--- src/rtl/lcb_word_packer_pkg.sv ---
// Shared definitions for the LCB byte-pair packer and its neighbours
// (RAM wrapper and orbit reader use the same default widths).
package lcb_word_packer_pkg;

    typedef enum logic {
        S_HI = 1'b0,
        S_LO = 1'b1
    } state_t;

    localparam int HI_MARK     = 7;
    localparam int ORB_WORD_W  = 12;
    localparam int DEF_ADDR_W  = 11;
    localparam int DEF_GAP_CYC = 800;

endpackage

--- src/rtl/lcb_gap_timer.sv ---
// Idle-gap watchdog between the high and low byte of a pair: expires on the
// GAP_CYC-th consecutive enabled cycle after a clear.
module lcb_gap_timer
    import lcb_word_packer_pkg::*;
#(
    parameter int GAP_CYC = DEF_GAP_CYC
) (
    input  logic clk,
    input  logic rst_i,
    input  logic clr_i,
    input  logic en_i,
    output logic expire_o
);

    localparam int CNT_W = (GAP_CYC > 1) ? $clog2(GAP_CYC) : 1;
    localparam logic [CNT_W-1:0] CNT_LAST = CNT_W'(GAP_CYC - 1);
    localparam logic [CNT_W-1:0] CNT_ONE  = CNT_W'(1);

    logic [CNT_W-1:0] cnt_q;
    logic [CNT_W-1:0] cnt_d;

    assign expire_o = en_i && (cnt_q == CNT_LAST);

    always_comb begin
        cnt_d = cnt_q;
        if (clr_i || expire_o) begin
            cnt_d = '0;
        end else if (en_i) begin
            cnt_d = cnt_q + CNT_ONE;
        end
    end

    always_ff @(posedge clk) begin
        if (rst_i) begin
            cnt_q <= '0;
        end else begin
            cnt_q <= cnt_d;
        end
    end

endmodule

--- src/rtl/lcb_word_packer.sv ---
// Packs LCB UART byte pairs into 12-bit orbit words and writes them into the
// active ping-pong buffer, restarting at address 0 on every buffer swap.
module lcb_word_packer
    import lcb_word_packer_pkg::*;
#(
    parameter int ADDR_W    = DEF_ADDR_W,
    parameter int BUF_WORDS = 2048,
    parameter int GAP_CYC   = DEF_GAP_CYC
) (
    input  logic                  clk,
    input  logic                  rst,
    input  logic [7:0]            iData,
    input  logic                  strob,
    input  logic                  iSW,
    output logic [ORB_WORD_W-1:0] orbWord,
    output logic                  WE,
    output logic [ADDR_W-1:0]     WrAddr,
    output logic                  oFrameDone,
    output logic [ADDR_W:0]       oLastCount,
    output logic                  oByteErr,
    output logic                  oOverflow
);

    localparam logic [ADDR_W:0] BUF_LIM = (ADDR_W + 1)'(BUF_WORDS);
    localparam logic [ADDR_W:0] PTR_ONE = (ADDR_W + 1)'(1);

    state_t          state_q;
    logic [3:0]      hi_q;
    logic [ADDR_W:0] wr_ptr_q;
    logic            sw_q;

    logic            swap;
    logic            hi_byte;
    logic            gap_clr;
    logic            gap_en;
    logic            gap_expire;
    logic [ADDR_W:0] base_ptr;

    assign swap    = iSW ^ sw_q;
    assign hi_byte = strob && iData[HI_MARK];
    assign gap_clr = (state_q == S_HI) && hi_byte;
    // A strobe on the expiry cycle is taken as the low byte, so the timer
    // only runs on idle cycles.
    assign gap_en  = (state_q == S_LO) && !strob;
    // A word completing on a swap cycle belongs to the new buffer.
    assign base_ptr = swap ? '0 : wr_ptr_q;

    lcb_gap_timer #(
        .GAP_CYC (GAP_CYC)
    ) u_gap_timer (
        .clk      (clk),
        .rst_i    (rst),
        .clr_i    (gap_clr),
        .en_i     (gap_en),
        .expire_o (gap_expire)
    );

    always_ff @(posedge clk) begin
        if (rst) begin
            state_q    <= S_HI;
            hi_q       <= '0;
            wr_ptr_q   <= '0;
            sw_q       <= iSW;
            orbWord    <= '0;
            WE         <= 1'b0;
            WrAddr     <= '0;
            oFrameDone <= 1'b0;
            oLastCount <= '0;
            oByteErr   <= 1'b0;
            oOverflow  <= 1'b0;
        end else begin
            sw_q       <= iSW;
            WE         <= 1'b0;
            oByteErr   <= 1'b0;
            oFrameDone <= swap;
            if (swap) begin
                oLastCount <= wr_ptr_q;
                wr_ptr_q   <= '0;
                oOverflow  <= 1'b0;
            end
            case (state_q)
                S_HI: begin
                    if (hi_byte) begin
                        hi_q    <= iData[3:0];
                        state_q <= S_LO;
                    end else if (strob) begin
                        oByteErr <= 1'b1;
                    end
                end
                S_LO: begin
                    if (strob) begin
                        state_q <= S_HI;
                        if (base_ptr < BUF_LIM) begin
                            WE       <= 1'b1;
                            orbWord  <= {hi_q, iData};
                            WrAddr   <= base_ptr[ADDR_W-1:0];
                            wr_ptr_q <= base_ptr + PTR_ONE;
                        end else begin
                            oOverflow <= 1'b1;
                        end
                    end else if (gap_expire) begin
                        oByteErr <= 1'b1;
                        state_q  <= S_HI;
                    end
                end
            endcase
        end
    end

endmodule

--- config.mk ---
export PLATFORM = sky130hd
export DESIGN_NAME = lcb_word_packer
export DESIGN_NICKNAME = d
export VERILOG_FILES = /design/src/rtl/lcb_word_packer_pkg.sv /design/src/rtl/lcb_gap_timer.sv /design/src/rtl/lcb_word_packer.sv
export SDC_FILE = /design/constraint.sdc
export NUM_CORES = 1
export LEC_CHECK = 0
export CAP_MARGIN = 20
export CORE_UTILIZATION = 51
export DETAILED_ROUTE_END_ITERATION = 12
export GPL_TIMING_DRIVEN = 1
export PLACE_DENSITY = 0.78
export SYNTH_ARGS = -nofsm -noshare
export SYNTH_HDL_FRONTEND = slang
export SYNTH_SLANG_ARGS = --single-unit
export TNS_END_PERCENT = 50
--- constraint.sdc ---
create_clock -name clk -period 2.7 [get_ports clk]
set_input_delay 0.27 -clock clk [delete_from_list [all_inputs] [get_ports clk]]
set_output_delay 0.27 -clock clk [all_outputs]
set_load 0.02 [all_outputs]
=== Word-level counts from Yosys, hierarchy flattened ===
Cells that the tools add are included.
Widths: inputs -> output; s select.

* Input port bits: 12
* Output and inout port bits: 39
* Bits in registers: 67

* Muxes and demuxes: 18
* Bitwise operators: 3
* Reduce and logical (&&, ||, !) cells: 10
* Equality and inequality tests: 1
* $add $sub $neg: 2
* Order comparisons: 1

{| class="wikitable"
|+ Operators by type and width
! kind !! number
|-
| $mux 12 || 4
|-
| $add 12x1->12 const B || 1
|-
| $lt 12x12->1 const B || 1
|-
| $mux 1 || 12
|-
| $add 10x1->10 const B || 1
|-
| $eq 10x10->1 const B || 1
|-
| $logic_and 1x1->1 || 4
|-
| $pmux 1 s2 || 2
|-
| $reduce_and 3->1 || 1
|-
| $reduce_or 3->1 || 1
|-
| $not 1->1 || 2
|-
| $reduce_and 2->1 || 1
|-
| $reduce_or 2->1 || 1
|-
| $logic_not 1->1 || 1
|-
| $logic_or 1x1->1 || 1
|-
| $xor 1x1->1 || 1
|}

=== Depth between registers and ports, before layout ===
* Depth in word-level cells: 6
* Mapped depth: 8
* Depth with buffers taken out: 7

=== Modules after synthesis ===
Synthesis repeated with hierarchy kept, for this count alone.

* Cells, all modules: 305
* Area total of the unflattened synthesis: 2628.8 µm²

{| class="wikitable"
|+ Modules (own cells, without submodules)
! module !! sequential area each (µm²) !! area an instance (µm²) !! cells each !! instances
|-
| lcb_word_packer || 1141.1 || 2138.3 || 255 || 1
|-
| lcb_gap_timer || 200.2 || 490.5 || 50 || 1
|}

=== Least setup slack after synthesis ===
No wires, ideal clock.

* Path kind: register to register
* From: register sw_q
* To: register wr_ptr_q[10]
* Arrival: 2.003 ns
* Path slack: 0.627 ns
* Data required time: 2.630 ns
* Setup time: 0.070 ns
* Period minus slack after synthesis: 2.073 ns
* Cell stages (with the launch flop): 9
* Buffers on the path: 1
* Cell sequence: dfxtp_1 xnor2_1 buf_2 and2_1 ha_1 nand2_1 a211o_1 or4_1 a21oi_1

* Word-level cells in the longest chain between the ends: 6

{| class="wikitable"
|+ RTL lines
! item !! RTL line !! text
|-
| start, declared || lcb_word_packer.sv:30 || <nowiki>logic sw_q;</nowiki>
|-
| start signal, assigned || lcb_word_packer.sv:63 || <nowiki>sw_q <= iSW;</nowiki>
|-
| start signal, assigned || lcb_word_packer.sv:72 || <nowiki>sw_q <= iSW;</nowiki>
|-
| $xor 1x1->1 * || lcb_word_packer.sv:39 || <nowiki>assign swap = iSW ^ sw_q;</nowiki>
|-
| $mux 12 * || lcb_word_packer.sv:46 || <nowiki>assign base_ptr = swap ? '0 : wr_ptr_q;</nowiki>
|-
| net base_ptr[0] || lcb_word_packer.sv:37 || <nowiki>logic [ADDR_W:0] base_ptr;</nowiki>
|-
| $add 12x1->12 / $lt 12x12->1 (equally long branches) || lcb_word_packer.sv:97, lcb_word_packer.sv:93 ||
|-
| $mux 12 * || lcb_word_packer.sv:93 || <nowiki>if (base_ptr < BUF_LIM) begin</nowiki>
|-
| $mux 12 * || lcb_word_packer.sv:91 || <nowiki>if (strob) begin</nowiki>
|-
| $mux 12 * || lcb_word_packer.sv:81 || <nowiki>case (state_q)</nowiki>
|-
| end signal, assigned || lcb_word_packer.sv:97 || <nowiki>wr_ptr_q <= base_ptr + PTR_ONE;</nowiki>
|-
| end, declared || lcb_word_packer.sv:29 || <nowiki>logic [ADDR_W:0] wr_ptr_q;</nowiki>
|}

Mark *: on every way through the listed nets, which the timed path passes. The rest lies on a longest branch.
A chain may end at the register's enable or synchronous reset.

=== Final worst setup path ===
* From: input port iSW
* To: register wr_ptr_q[10]

* Word-level cells in the longest chain between the ends: 6

{| class="wikitable"
|+ RTL lines
! item !! RTL line !! text
|-
| start, declared || lcb_word_packer.sv:14 || <nowiki>input logic iSW,</nowiki>
|-
| $xor 1x1->1 * || lcb_word_packer.sv:39 ||
|-
| $mux 12 * || lcb_word_packer.sv:46 ||
|-
| net base_ptr[0] || lcb_word_packer.sv:37 ||
|-
| $add 12x1->12 / $lt 12x12->1 (equally long branches) || lcb_word_packer.sv:97, lcb_word_packer.sv:93 ||
|-
| $mux 12 * || lcb_word_packer.sv:93 ||
|-
| $mux 12 * || lcb_word_packer.sv:91 ||
|-
| $mux 12 * || lcb_word_packer.sv:81 ||
|}

Marks and branches as above.

==> impl_results.md <==
* Run status: finished, final reports clean
* Crit path setup slack, layout at 0.578 ns
* First-pass GRT wire length at 9250 um
* Antenna viol nets, final at 0
* Worst-Margin Slew at 0.613 ns
* Main flop type after synthesis: dfxtp_1
* Synthesized cell area at 2590 um2
* DP HPWL at 3630 um
* TritonCTS Sinks at 67
* Worst EP arrival at 2.39 ns
* WL final at 5410 um
* Fin nets at 370
* Worst hold start: rst
* Vias per inst at 5.21
* Post-synthesis sequential area ratio at 51.8%
* Max FO, Critical Path at 6
* Core region area at 4820 um2
* Clock buffer depth at 2
* Worst Hold End: state_q$_SDFF_PP0_
* Critical Path Start: iSW
* Crit path launch type: input pin
* Reg2Reg Depth at 7
* Number of remaining DRC errors at 0
* Placed Cells at 412
* Reg2reg end: wr_ptr_q[10]$_SDFF_PP0_
* Pwr Total at 1.97 mW
* FP Rows at 25
* CTS Buf Count at 9
* Fin Clk Skew at 0.00802 ns
* Post-Syn Instances at 307
* FILL cells at 419
* Initial antenna violation count at 0
* Final GP Congestion at 0.798
* Post-CTS Resized at 0
* Root Buffer: clkbuf_8
* Number of diodes at 0
* Worst hold path type: in -> reg
* Worst vdd ir at 0.452 mV
* Yosys cell types at 39
* Ys async rst share at 0%
* Syn. warnings at 0
* Crit path kind: in -> reg
* Syn Area/Cell at 8.43 um2
* Flops & latches, synth at 67
* Leakage at 1.12 nW
* Post-synth EDFFs at 0
* Worst Path Required at 2.97 ns
* Worst slack, placed at 0.261 ns
* Max Cap Viol at 0
* Post-CTS Hold Buffers at 0
* Initial core utilization at 53.7%
* Syn Nets at 321
* CTS tree: built
* Ports at 51
* Worst-path clk slew at 0.07 ns
* Hold_ws at 0.426 ns
* Flop2flop setup slack at 0.65 ns
* Iter 0 DRT Violations at 106
* First drt pass iteration count at 4
* R2R Path Start: sw_q$_DFF_P_
* Largest area contributor in the netlist: dfxtp_1
* Setup-failing EPs final at 0
* RSZ-0062 raised after global routing: no
* Pwr dens at 588 nW/um2
* Total Routing Usage GR at 22.9%
* Vias at 2,218
* Hold Path Stages at 2
* I/O Buffers at 50
* Die span in x at 73.2 um
* Vias in the first global route at 2,071
* Yosys top cell area share at 51.8%
* Slew HR at 59.1%
* Final worst-path cycle share at 78.6%
* Worst Setup End Kind: flip-flop
* Die area at 5360 um2
* Die height at 73.2 um
* WL/cell at 12.7 um
* Minimum clock period after layout at 2.12 ns
* Final TNS setup at 0 ns
* Skew-Pair Late Insertion Delay at 0.34 ns
* Synth-to-layout area growth at 29.3%
* Synth top area cells: dfxtp_1 (52%), nand2_1 (10%), a21oi_1 (8.5%), nor2_1 (3.6%), xnor2_1 (3.0%)
* Final Hold Fails at 0
* Max H-tree Level at 3
* Layout cells sized above 1 at 7.24%
* Largest net degree at the start of global routing at 36
* Grt ovf at 0
* Setup bufs post-CTS at 0
* Max Fclk at 471 MHz
* Non-Filler Instances at 426
* Slew Viols, Final at 0
-- area by class of cell --
cell class | instances | area [um2] | share of cell area [%]
Sequential cell | 67 | 1340 | 40.1
Multi-Input combinational cell | 217 | 1160 | 34.7
Timing Repair Buffer | 56 | 541 | 16.1
Clock buffer | 12 | 165 | 4.93
Tap cell | 67 | 83.8 | 2.50
Clock inverter | 2 | 35.0 | 1.05
Inverter | 5 | 18.8 | 0.561
-- synth_stat cells (all sizes together) (4+ instances only) --
| cell type | number |
|---|---|
| nand3 | 13 |
| or3 | 4 |
| nand2 | 69 |
| nand4 | 5 |
| a21oi | 45 |
| mux2i | 6 |
| nor2 | 25 |
| xor2 | 5 |
| clkbuf | 10 |
| nor3 | 6 |
| xnor2 | 9 |
| inv | 5 |
| dfxtp | 67 |
| buf | 8 |
-- registers in the layout, summed over array words and instances, names as in the netlist, 4 cells and up --
signal and cells:
WrAddr 11, hi_q 4, wr_ptr_q 12, u_gap_timer.cnt_q 10
oLastCount 12, orbWord 12
-- layout by cell type (no fill, tap or decap), types with 2 or more instances in the layout --
master and instances:
nand2_1 69, dfxtp_1 67, clkdlybuf4s50_1 49, a21oi_1 44
nor2_1 25, nand3_1 13, clkbuf_8 12, xnor2_1 8
nor3_1 6, mux2i_1 6, buf_4 6, nand4_1 5
xor2_1 5, inv_1 5, or4_1 3, o21ai_0 3
or3_1 3, and2_1 2, and3b_1 2, nor4_1 2
ha_1 2
-- metrics by stage --
stage / area [um2] / util (%)
finish: 3350 / 69.5
floorplan: 2590 / -
detailed placement: 3150 / 65.3
global route: 3350 / 69.5
CTS: 3350 / 69.5
global placement: 3150 / 65.3
-- cells by family after synthesis --
logic type               synth area share, %
multiplexers                            2.32
buffers and inverters                   3.58
flip-flops                              51.8
adder cells (fa/ha/maj)                0.966
AND/OR/NAND/NOR                         24.8
AO/OA/AOI/OAI                           11.8
XOR/XNOR                                4.74
-- how the worst max path moves through the flow --
stage | to | slack, ns | depth (start not counted)
after CTS | wr_ptr_q[10]$_SDFF_PP0_ | 0.61 | 8
after global placement | wr_ptr_q[10]$_SDFF_PP0_ | 0.33 | 8
final | wr_ptr_q[10]$_SDFF_PP0_ | 0.58 | 8
after floorplan | wr_ptr_q[10]$_SDFF_PP0_ | 0.63 | 8
after global routing | wr_ptr_q[10]$_SDFF_PP0_ | 0.46 | 8
after detailed placement | wr_ptr_q[10]$_SDFF_PP0_ | 0.26 | 8
-- routing by layer --
layer	wire length, um	global-route usage [%]	vias up	share of wire (%)
met3	226	5.66	8	4.2
met1	2510	27.7	1031	46
li1	-	-	1131	-
met2	2600	38.8	48	48
met4	73	9.15	0	1.3
met5	0	0	-	0
-- critical path, stage by stage --
cell             delay (ns)
clkdlybuf4s50_1        0.49
xnor2_2                0.27
and2_1                 0.23
ha_1                   0.22
nand2_1                0.07
a211o_1                0.29
or4_1                  0.41
a21oi_1                0.14
-- power by group --
part | switching, mW | internal (mW) | total, mW
combinational | 0.0742 | 0.0462 | 0.120
sequential | 0.00783 | 1.00 | 1.01
clock | 0.351 | 0.491 | 0.842
total | 0.433 | 1.54 | 1.97
No activity file was read; power rests on OpenSTA's default activity.
==> edit 1: new RTL, config.mk and constraints unchanged <==
The package constant `DEF_GAP_CYC` goes from 800 to 200.
--- a/src/rtl/lcb_word_packer_pkg.sv
+++ b/src/rtl/lcb_word_packer_pkg.sv
@@ -12,3 +12,3 @@
     localparam int DEF_ADDR_W  = 11;
-    localparam int DEF_GAP_CYC = 800;
+    localparam int DEF_GAP_CYC = 200;
 
Behaviour: no difference found for any inputs over 10 cycles, from zero or initial values and one cycle with rst high; that may be too few to reach the edited logic, so the function may still have changed.
==> edit 1 against the original RTL <==
Worst setup slack got worse by 87 ps. Synthesized cell count fell by 5.2%. Via count fell by 3.7%. Design area fell by 3.7%. Total power fell by 4.8%. Clock power fell by 7.7%. Maximum frequency fell by 3.9%. Area after synthesis fell by 4.3%. Clock skew fell by 3.4 ps. Utilization rose by 2.1 points. Wire length barely moved. Die area fell by 4.2%. Sequential cell count fell by 2.
==> edit 1: results <==
group,metric,value,unit
placed_design,gp_congestion,0.870,
timing,relSlewSlack,56.9,%
critical_path,slowest_delay,550,ps
routing,first_iter_violations,130,
finish,final_nets,357,
critical_path,r2r_slack,600,ps
global_routing,grt_pass1_vias,1994,
power_and_ir_drop,leakagePower,1.15,nW
timing,skew,4.59,ps
routing,vias,2136,
critical_path,path_max_fanout,4,
finish,syn_to_final_growth,30.2,%
placed_design,numPortBuffers,50,
synth,ys_seq_area_share,52.6,%
critical_path,cp_top_family,"simple AND/OR/NAND/NOR gates",
finish,final_layout_size_suffix_gt1_share,7.76,%
routing,wl_per_cell,13.5,µm
finish,fill_cells,376,
synth,yosys-top-cells-count,"77 x nand2_1, 65 x dfxtp_1, 42 x a21oi_1",
global_routing,grt_pass1_wl,8910,µm
power_and_ir_drop,ir_drop,418,µV
global_routing,grt_max_degree,31,
critical_path,crit_arrival,2480,ps
run_status,status,"completed",
global_routing,track_usage,22.4,%
die,initial_core_util,55.0,%
worst_hold_path,whs_path_depth,2,
worst_hold_path,whs_endpoint,"oFrameDone",
synth,syn_nets,305,
placed_design,dpl_cell_area,3030,µm²
synth,ys_types,34,
critical_path,r2r-end,"wr_ptr_q[10]",
placed_design,post-dp-hpwl,3630,µm
synth,netlist_top_cells_area,"dfxtp_1 53%, nand2_1 12%, a21oi_1 8.5%",
[edit 1: cell type report]
| type | count | area share (%) |
|---|---|---|
| inverters | 1 | 0.116 |
| clock buffers | 14 | 5.67 |
| multi-input cells | 210 | 34.8 |
| repair buffers | 56 | 16.8 |
| clock inverters | 2 | 0.310 |
| well taps | 52 | 2.02 |
| flip-flops and latches | 65 | 40.4 |
[edit 1: metrics by stage]
stage | instances | setup slack (ps) | hold WS, ps
2_1_floorplan | 291 | 300 | 298
3_3_place_gp | 384 | 201 | 438
3_5_place_dp | 384 | 154 | 444
4_1_cts | 400 | 490 | 343
5_1_grt | 400 | 390 | 390
6_report | 400 | 491 | 354
[edit 1: worst max path at each step]
stage                        end  slack (ps)  cells past startpoint
CTS                 wr_ptr_q[10]         490                      8
global placement    wr_ptr_q[10]         200                      8
finish              wr_ptr_q[10]         490                      8
detailed placement  wr_ptr_q[10]         150                      8
global route        wr_ptr_q[10]         390                      8
floorplan           wr_ptr_q[10]         300                      8
[edit 1: power by group]
part / switching (mW) / internal [mW]
Combinational: 0.0744 / 0.0445
Clock: 0.346 / 0.431
Sequential: 0.00793 / 0.970
[edit 1: cells by family (layout without fill, tap and decap cells)]
group,Yosys count,in the layout,share of synthesized area [%]
AO/OA/AOI/OAI,53,53,11.9
XOR/XNOR,14,14,4.95
adder cells (fa/ha/maj),2,2,1.01
buffers and inverters,16,73,2.48
flip-flops,65,65,52.6
multiplexers,5,5,2.02
AND/OR/NAND/NOR,136,136,25.1
[edit 1: worst register-to-register path, cell delays in order (launching register included)]
cell     delay [ps]
dfxtp_1         340
xnor2_2         190
and2_1          200
ha_1            220
nand2_1         100
or4_4           520
or4_1           400
nand2_1          80
[edit 1: metal layers]
| metal | track usage [%] | part of all wire [%] | vias to the layer above | wire length [µm] |
|---|---|---|---|---|
| met5 | 0 | 0 | - | 0 |
| met4 | 12.0 | 2.2 | 0 | 119 |
| met3 | 6.33 | 5.8 | 13 | 312 |
| met2 | 35.5 | 46 | 53 | 2480 |
| met1 | 27.7 | 46 | 984 | 2500 |
| li1 | - | - | 1086 | - |
==> edit 2: new RTL, same settings <==
Made on the original files. Register the inputs `iData`, `strob` and `iSW` before use. The logic sees them one clock later.
--- a/src/rtl/lcb_word_packer.sv
+++ b/src/rtl/lcb_word_packer.sv
@@ -26,2 +26,12 @@
 
+    logic [7:0] iData_q;
+    logic strob_q;
+    logic iSW_q;
+
+    always_ff @(posedge clk) begin
+        iData_q <= iData;
+        strob_q <= strob;
+        iSW_q   <= iSW;
+    end
+
     state_t          state_q;
@@ -38,4 +48,4 @@
 
-    assign swap    = iSW ^ sw_q;
-    assign hi_byte = strob && iData[HI_MARK];
+    assign swap    = iSW_q ^ sw_q;
+    assign hi_byte = strob_q && iData_q[HI_MARK];
     assign gap_clr = (state_q == S_HI) && hi_byte;
@@ -43,3 +53,3 @@
     // only runs on idle cycles.
-    assign gap_en  = (state_q == S_LO) && !strob;
+    assign gap_en  = (state_q == S_LO) && !strob_q;
     // A word completing on a swap cycle belongs to the new buffer.
@@ -62,3 +72,3 @@
             wr_ptr_q   <= '0;
-            sw_q       <= iSW;
+            sw_q       <= iSW_q;
             orbWord    <= '0;
@@ -71,3 +81,3 @@
         end else begin
-            sw_q       <= iSW;
+            sw_q       <= iSW_q;
             WE         <= 1'b0;
@@ -83,5 +93,5 @@
                     if (hi_byte) begin
-                        hi_q    <= iData[3:0];
+                        hi_q    <= iData_q[3:0];
                         state_q <= S_LO;
-                    end else if (strob) begin
+                    end else if (strob_q) begin
                         oByteErr <= 1'b1;
@@ -90,3 +100,3 @@
                 S_LO: begin
-                    if (strob) begin
+                    if (strob_q) begin
                         state_q <= S_HI;
@@ -94,3 +104,3 @@
                             WE       <= 1'b1;
-                            orbWord  <= {hi_q, iData};
+                            orbWord  <= {hi_q, iData_q};
                             WrAddr   <= base_ptr[ADDR_W-1:0];
Behaviour: not the same (a bounded check fails within 4 cycles, from zero or initial values and one cycle with rst high).
==> edit 2 against the original RTL <==
Clock power rose by 25%. Critical path type is now reg2reg. Worst setup slack improved by 200 ps. Sequential cell count is 10 higher. Wire length grew 5.6%. Via count up 2.8%. Area after synthesis rose by 10%. Largest cell class unchanged. Total power grew 19%. Design area rose by 8.1%.
==> edit 2: results <==
group,metric,value,unit
finish,n_all_buffers,53,
global_routing,grt_pass1_wl,9670,µm
synth,yosys-top-cells-count,"77 x dfxtp_1, 72 x nand2_1, 39 x a21oi_1",
power_and_ir_drop,ir_drop,425,µV
routing,wl_per_cell,13.0,µm
finish,clock_buffer_count,10,
synth,synthCells,317,
placed_design,post-dp-hpwl,3670,µm
global_routing,track_usage,20.7,%
timing,max_slew.worst_pin.slew,944,ps
routing,vias,2279,
routing,vias_per_cell,5.20,
finish,inv_count,2,
placed_design,pre_cts_ws,799,ps
finish,final_layout_size_suffix_gt1_share,7.34,%
synth,ys_seq_area_share,53.9,%
worst_hold_path,whs_endpoint,"iData_q[0]",
finish,multi_input_area,1220,µm²
critical_path,crit_arrival,2210,ps
finish,clock_area_share,6.81,%
timing,skew,6.18,ps
cts,cts.sinks,77,
critical_path,critPathLaunch,"sw_q",
routing,first_iter_violations,137,
critical_path,worst_path_max_delay_cell,"or3_4",
power_and_ir_drop,p_int,1.84,mW
worst_hold_path,whs_path_depth,1,
critical_path,slowest_delay,350,ps
global_routing,grt_pass1_vias,2194,
routing,firstDrtPassIters,5,
finish,final_nets,377,
placed_design,place_inst,422,
finish,ff_latch_area,1540,µm²
synth,synth_top_area_share,53.9,%
power_and_ir_drop,leakagePower,1.28,nW
finish,fill_cells,435,
global_routing,grt_max_degree,55,
critical_path,path_max_fanout,4,
synth,netlist_top_cells_area,"dfxtp_1 54%, nand2_1 9.5%, a21oi_1 6.8%",
run_status,status,"completed",
finish,num-multi-input-gates,220,
-- edit 2: cell types whose count changed after synthesis, sizes merged, moves of 3 or more --
cell,change
nand2,+3
nor4,+3
nor3,-5
buf,+3
xor2,+5
inv,-3
clkbuf,-3
nor2,+5
a21oi,-5
dfxtp,+10
-- edit 2: cells by family after synthesis --
| family | count (synthesis) | share of synthesized area (%) |
|---|---|---|
| DFF | 77 | 53.9 |
| AOI/OAI and AO/OA | 48 | 9.46 |
| and+or+nand+nor | 145 | 24.0 |
| adders and majority gates | 2 | 0.876 |
| xor gates and xnor gates | 17 | 5.47 |
| muxes | 8 | 2.80 |
| buffers and inverters | 20 | 3.46 |
-- edit 2: power groups by stage --
| stage | logic [mW] | clock network [mW] | registers, mW |
|---|---|---|---|
| 4_1_cts | 0.117 | 1.07 | 1.17 |
| 5_1_grt | 0.127 | 1.12 | 1.17 |
| 3_3_place_gp | 0.115 | 0 | 1.19 |
| 2_1_floorplan | 0.0732 | 0 | 1.20 |
| 6_report | 0.116 | 1.05 | 1.17 |
| 3_5_place_dp | 0.117 | 0 | 1.20 |
-- edit 2: per-layer routing --
layer	GRT usage [%]	up-vias	wire, µm
met2	35.5	62	2720
li1	-	1159	-
met4	9.04	0	100
met5	0	-	0
met1	24.2	1049	2630
met3	5.24	9	265
-- edit 2: metrics by stage --
step / utilization (%) / total power [mW] / instance area [µm²] / hold slack, ps
floorplan: - / 1.27 / 2860 / 298
global placement: 64.4 / 1.31 / 3370 / 398
detailed placement: 64.4 / 1.31 / 3370 / 402
CTS: 69.1 / 2.36 / 3620 / 353
global route: 69.1 / 2.42 / 3620 / 359
finish: 69.1 / 2.34 / 3620 / 365
